**src/rtl/jk_pkg.sv**
```systemverilog
// Shared types for the JK excitation driver.
// State encoding and don't-care policy selectors.
package jk_pkg;

    typedef enum logic [1:0] {
        IDLE  = 2'd0,
        DRIVE = 2'd1,
        CHECK = 2'd2
    } state_e;

    localparam int unsigned DC_ZERO = 0;
    localparam int unsigned DC_ONE  = 1;

    function automatic logic dc_level(input int unsigned policy);
        return (policy == DC_ONE);
    endfunction

endpackage

```
**src/rtl/jk_excite.sv**
```systemverilog
// Combinational JK excitation for a vector of lanes.
// Don't-care terms resolve to a fixed level set by DC_POLICY.
module jk_excite
    import jk_pkg::*;
#(
    parameter int unsigned N         = 1,
    parameter int unsigned DC_POLICY = DC_ZERO
) (
    input  logic [N-1:0] q,
    input  logic [N-1:0] t,
    output logic [N-1:0] j,
    output logic [N-1:0] k
);

    logic [N-1:0] dc;

    always_comb begin
        dc = {N{dc_level(DC_POLICY)}};
        // From Q=0 only J matters; from Q=1 only K matters.
        j  = (~q & t) | (q & dc);
        k  = (q & ~t) | (~q & dc);
    end

endmodule

```
**src/rtl/jk_excitation_driver.sv**
```systemverilog
// Drives J/K of external JK flops toward a target word for one cycle,
// then checks the returned Q and tracks mismatches.
module jk_excitation_driver
    import jk_pkg::*;
#(
    parameter int unsigned N         = 1,
    parameter int unsigned CNT_W     = 8,
    parameter int unsigned DC_POLICY = DC_ZERO
) (
    input  logic             clk,
    input  logic             reset,
    input  logic             tgt_valid,
    output logic             tgt_ready,
    input  logic [N-1:0]     tgt_data,
    input  logic [N-1:0]     q_in,
    output logic [N-1:0]     j,
    output logic [N-1:0]     k,
    output logic             done,
    output logic             err_flag,
    output logic [CNT_W-1:0] err_cnt
);

    state_e           state_q, state_d;
    logic [N-1:0]     tgt_q, tgt_d;
    logic [N-1:0]     j_q, j_d;
    logic [N-1:0]     k_q, k_d;
    logic             done_q, done_d;
    logic             err_flag_q, err_flag_d;
    logic [CNT_W-1:0] err_cnt_q, err_cnt_d;

    logic [N-1:0]     exc_j;
    logic [N-1:0]     exc_k;
    logic             mismatch;

    jk_excite #(
        .N         (N),
        .DC_POLICY (DC_POLICY)
    ) u_excite (
        .q (q_in),
        .t (tgt_data),
        .j (exc_j),
        .k (exc_k)
    );

    assign mismatch = |(q_in ^ tgt_q);

    always_comb begin
        state_d    = state_q;
        tgt_d      = tgt_q;
        j_d        = j_q;
        k_d        = k_q;
        done_d     = 1'b0;
        err_flag_d = err_flag_q;
        err_cnt_d  = err_cnt_q;
        unique case (state_q)
            IDLE: begin
                j_d = '0;
                k_d = '0;
                if (tgt_valid) begin
                    tgt_d   = tgt_data;
                    j_d     = exc_j;
                    k_d     = exc_k;
                    state_d = DRIVE;
                end
            end
            DRIVE: begin
                j_d     = '0;
                k_d     = '0;
                state_d = CHECK;
            end
            CHECK: begin
                j_d     = '0;
                k_d     = '0;
                done_d  = 1'b1;
                state_d = IDLE;
                if (mismatch) begin
                    err_flag_d = 1'b1;
                    if (err_cnt_q != {CNT_W{1'b1}}) begin
                        err_cnt_d = err_cnt_q + 1'b1;
                    end
                end
            end
            default: begin
                j_d     = '0;
                k_d     = '0;
                state_d = IDLE;
            end
        endcase
    end

    always_ff @(posedge clk or negedge reset) begin
        if (!reset) begin
            state_q    <= IDLE;
            tgt_q      <= '0;
            j_q        <= '0;
            k_q        <= '0;
            done_q     <= 1'b0;
            err_flag_q <= 1'b0;
            err_cnt_q  <= '0;
        end else begin
            state_q    <= state_d;
            tgt_q      <= tgt_d;
            j_q        <= j_d;
            k_q        <= k_d;
            done_q     <= done_d;
            err_flag_q <= err_flag_d;
            err_cnt_q  <= err_cnt_d;
        end
    end

    assign tgt_ready = (state_q == IDLE);
    assign j         = j_q;
    assign k         = k_q;
    assign done      = done_q;
    assign err_flag  = err_flag_q;
    assign err_cnt   = err_cnt_q;

endmodule
```
**config.mk**
```make
export PLATFORM = sky130hd
export DESIGN_NAME = jk_excitation_driver
export DESIGN_NICKNAME = d
export VERILOG_FILES = /design/src/rtl/jk_pkg.sv /design/src/rtl/jk_excite.sv /design/src/rtl/jk_excitation_driver.sv
export SDC_FILE = /design/constraint.sdc
export NUM_CORES = 1
export LEC_CHECK = 0
export ABC_CLOCK_PERIOD_IN_PS = 2200
export CORE_MARGIN = 3
export CORE_UTILIZATION = 29
export DETAILED_ROUTE_END_ITERATION = 12
export PLACE_DENSITY_LB_ADDON = 0.3
export SLEW_MARGIN = 20
export SYNTH_ARGS = -nofsm -noshare
export SYNTH_HDL_FRONTEND = slang
export SYNTH_SLANG_ARGS = --single-unit
```
**constraint.sdc**
```tcl
create_clock -name clk -period 2.2 [get_ports clk]
set_input_delay 0.33 -clock clk [delete_from_list [all_inputs] [get_ports clk]]
set_output_delay 0.33 -clock clk [all_outputs]
set_load 0.05 [all_outputs]
```
Yosys cells after proc, flatten, opt, wreduce, memory -nomap -nowiden
Index checks and enable logic that the tools add are counted.
{"block": "word_totals", "out_inout_bits": 13, "word_cells": 28, "n_memories": 0, "latch_bits": 0, "in_bits": 5, "romBits": 0, "ramBits": 0, "register_bits": 15}
{"block": "classes", "n_lt_le_gt_ge": 0, "multipliers": 0, "n_addsub": 1, "div": 0, "eq_ne": 4, "reduce_logical": 4, "mux": 7, "n_bitwise": 5, "n_shift": 0}
{"op": "$add 8x1->8 const B", "count": 1}
{"op": "$ne 8x8->1 const B", "count": 1}
{"op": "$mux 1", "count": 5}
{"op": "$pmux 2 s2", "count": 1}
{"op": "$reduce_and 2->1", "count": 2}
{"op": "$reduce_and 3->1", "count": 1}
{"op": "$and 1x1->1", "count": 2}
{"op": "$eq 2x1->1 const B", "count": 1}
{"op": "$eq 2x2->1 const B", "count": 1}
{"op": "$logic_not 2->1", "count": 1}
{"op": "$mux 2", "count": 1}
{"op": "$ne 2x2->1 const B", "count": 1}
{"op": "$not 1->1", "count": 2}
{"op": "$xor 1x1->1", "count": 1}

Depth between registers and ports, before layout
Gate-level depths: netlist of run 1.
{"block": "logic_depth", "depth_word": 4, "ltp_mapped": 5, "mapped_depth_nobuf": 5}

Hierarchy
From an unflattened synthesis of run 1, not the netlist that was laid out.
{"block": "hier_totals", "hier_cells": 54, "area_unflattened_um2": 680.7}
{"module": "jk_excitation_driver", "area_each_um2": 665.6, "instances": 1, "cells_per_inst": 52}
{"module": "jk_excite", "area_each_um2": 15.0, "instances": 1, "cells_per_inst": 2}

Worst setup path after synthesis of run 1
OpenSTA, ideal clock, no wires.
{"block": "synth_timing", "kind": "reg2reg", "from": "reg err_cnt_q[0] (netlist: err_cnt[0])", "to": "reg err_cnt_q[1] (netlist: err_cnt[1])", "setup_slack_ns": 0.438, "path_buffers": 0, "arrival_ns": 1.637, "period_less_slack_ns": 1.762, "stages_incl_launch_ff": 6, "path_cell_list": "dfrtp_1 -> ha_1 -> nand3_2 -> nor3_4 -> nor2_2 -> mux2_4"}
{"block": "synth_between", "elab_chain_cells": 2, "elab_cells_between_ends": 3, "cone_classes": "add/sub: 1; eq/ne: 1; reduce/logical: 1"}
{"element": "start: declaration", "line_no": "jk_excitation_driver.sv:29", "text": "logic [CNT_W-1:0] err_cnt_q, err_cnt_d;"}
{"element": "start signal: assignment", "line_no": "jk_excitation_driver.sv:107", "text": "err_cnt_q <= err_cnt_d;"}
{"element": "parallel branches: the longest is 2 deep, another holds $add 8x1->8"}
Parallel ways; which one is timed is not known.
A chain may end at the register's enable or synchronous reset.

Final worst setup path of run 1
{"block": "layout_timing", "from": "reg state_q[1]", "to": "out tgt_ready"}
{"block": "layout_between", "elab_chain_cells": 1}
{"element": "start: declaration", "line_no": "jk_excitation_driver.sv:23", "text": "state_e state_q, state_d;"}
{"element": "start signal: assignment", "line_no": "jk_excitation_driver.sv:101", "text": "state_q <= state_d;"}
{"element": "$logic_not 2->1", "line_no": "jk_excitation_driver.sv:111", "text": "assign tgt_ready = (state_q == IDLE);"}
{"element": "end: declaration", "line_no": "jk_excitation_driver.sv:13", "text": "output logic tgt_ready,"}
Every way passes these cells.

==> flow_summary.toml, run 1 <==
[status]
status = "finished, final reports clean"

[worst_hold_path]
hp-class = "input port to async pin"

[pwr]
p_per_area_nw_per_um2 = 975
p_seq_share_pct = 42.9
vdd_drop_max_v = 0.000447
finalPower_w = 0.000876
combPwrFrac_pct = 39.2
clkPwrFrac_pct = 17.9
p_sw_w = 0.000353
p_leak_nw = 0.403
p_int_w = 0.000523
swShare_pct = 40.3

[floorplan]
row_count = 16
pin_count = 18
fp.dieArea_sq_um = 2920
start_util_pct = 32.4
die_h_um = 54
core_area_sq_um = 2060
die_w_um = 54

[routing]
wl_per_cell_um = 11.8
vias = 447
vias_per_cell = 4.43
drc = 0
ant_nets = 0
drt-initial-drc-count = 5
drt-total-wl_um = 1190
drt-pass1-iter-count = 2

[cts]
cts.sinks = 15
cts-buffers-inserted = 3
cts.path.max_buffers = 2
postCtsHoldBufs = 0
cts_setup_buffers = 0
cts_resized = 0
cts_tree = "built"
htree_num_levels = 1
clkLatencyLatePin_ns = 0.28
path_clk_slew_ns = 0.09
cts_root_buf = "clkbuf_4"

[final_layout]
regArea_sq_um = 375
layout_common_cells = "clkdlybuf4s50_1, dfrtp_1, xor2_1"
layout-drive-gt1-share_pct = 20.3
instances_no_fill = 101
layout_commonest_cell = "clkdlybuf4s50_1"
fill_cells = 205
num_antenna_cells = 0
final_nets = 81
area_growth_pct = 34.5
postLayoutCoreUtil_pct = 43.6
multi_input_comb_area_sq_um = 289

[worst_setup_path]
cp_slowest_cell = "clkdlybuf4s50_1"
r2r-end = "err_cnt[1]"
r2r_start = "err_cnt[0]"
setup.worst_path.start = "state_q[1]"
crit_fanout = 3
path_buf_inv = 1
slowest_delay_ns = 0.83
cp.depth = 2
rr_worst_depth = 5
cp.arrival_ns = 1.64
r2r_slack_ns = 0.71
setup.worst_path.end = "tgt_ready"
criticalPathCategory = "register to output pin"
worstPathRequired_ns = 1.87
cp-end-kind = "output pin"
path_delay_family = "buffers and inverters"
path_cells = "nor2_1 > clkdlybuf4s50_1"
critPathLaunchType = "register"

[global_route]
grt_overflow = 0
antenna_found_initial = 0
grt_max_degree = 16
grt_pass1_vias = 450
track_usage_pct = 9.95
grt_first_pass_wirelength_um = 2010

[timing]
rsz0062_at_grt = "no"
drv_slew = 0
worstMarginPinSlew_ns = 0.663
relSlewSlack_pct = 55.7
fmax_ghz = 0.507
finalHoldViolations = 0
clock_skew_ns = 0.00210
period_share_pct = 89.6
setup_viol_count_final = 0
fin_tns_setup_ns = 0
setup_ws_ns = 0.229
fin_crit_ns = 1.97

[logic_synthesis]
synthAdderAreaFrac_pct = 1.87
synth_nets = 59
synth_cells = 53
postSynthAreaPerCell_sq_um = 12.6
synth_mux_area_share_pct = 7.30
synth_top_family_by_area = "simple AND/OR/NAND/NOR gates"
synth-compound-area-share_pct = 0
synth_area_sq_um = 668
ys_seq_elements = 15
yosysUniqueCellTypes = 23
synthSimpleGateAreaFrac_pct = 26.2
ys_warn_count = 0
synth-xor-area-share_pct = 7.87
synth-seq-area-share_pct = 56.2

[place]
place_congestion = 0.792
portBuffers = 17
pre_cts_slack_ns = 0.358
dp.cells = 97
hpwl_um = 886

[job]
cap_viol_max_count = 0
==> power by group through the flow <==
stage	Combinational, W	Clock (W)	Sequential [W]
detailed placement	0.000347	0	0.000382
global route	0.000366	0.000181	0.000384
CTS	0.000348	0.000167	0.000376
floorplan	0.000102	0	0.000507
finish	0.000344	0.000156	0.000376
global placement	0.000345	0	0.000381
==> worst register-to-register path, stage by stage (launching register included) <==
cell,delay [ns]
dfrtp_1,0.41
ha_1,0.24
nand3_2,0.11
nor3_4,0.23
nor2_2,0.09
mux2_4,0.30
==> registers in the layout, indices dropped and copies added (netlist names) <==
name	count
err_cnt	8
state_q	2
done	1
err_flag	1
j	1
k	1
tgt_q	1
==> metrics by stage <==
step           instance area [sq um]  hold slack [ns]
6_report                         898            0.448
3_5_place_dp                     872            0.451
4_1_cts                          898            0.465
3_3_place_gp                     872            0.436
5_1_grt                          898            0.487
2_1_floorplan                    668           0.0344
==> Yosys cell counts, drive strengths merged <==
| cell type | count | area, sq um |
|---|---|---|
| dfrtp | 15 | 375 |
| ha | 1 | 12.5 |
| nand4 | 1 | 6.26 |
| nor3b | 3 | 27.5 |
| and2 | 1 | 7.51 |
| nor2b | 1 | 6.26 |
| mux2 | 4 | 48.8 |
| and2b | 1 | 7.51 |
| xor2 | 6 | 52.6 |
| nand2 | 5 | 26.3 |
| nor2 | 3 | 13.8 |
| nor3 | 5 | 41.3 |
| inv | 1 | 3.75 |
| nand3 | 3 | 20.0 |
| nand2b | 3 | 18.8 |
==> cell type report <==
cell class | count | area share, %
clock buffer | 4 | 2.92
inverter | 1 | 0.418
multi-input combinational | 37 | 32.2
sequential | 15 | 41.8
tap | 27 | 3.76
timing repair buffer | 17 | 18.9
==> metal layers <==
layer  track usage, %  wire length [um]  share of wire (%)
met5                0                 0                  0
met4             3.73                 0                  0
met3             5.26                87                7.3
met2             15.1               560                 47
met1             11.8               539                 45
==> how the worst min path moves through the flow <==
stage                     from  depth (start not counted)  slack [ns]         end
finish                   reset                          1        0.45  err_cnt[4]
global route             reset                          1        0.49        done
CTS                      reset                          1        0.47        done
detailed placement  state_q[1]                          1        0.45  state_q[1]
global placement    state_q[1]                          1        0.44  state_q[1]
floorplan                reset                          0        0.03        done
==> cells by family (layout without fill, tap and decap cells) <==
group                      after synthesis  count (layout)
xor gates and xnor gates                 6               6
adders and majority gates                1               1
buffers and inverters                    1              22
DFF                                     15              15
muxes                                    4               4
and+or+nand+nor                         26              26
(Power assumes the default switching activity.)
==> inputs of run 2 (changes only) <==
SLEW_MARGIN = default   (was 20)
==> results of run 2 <==
No change in the layout: final DEF, timing and power equal those of run 1.
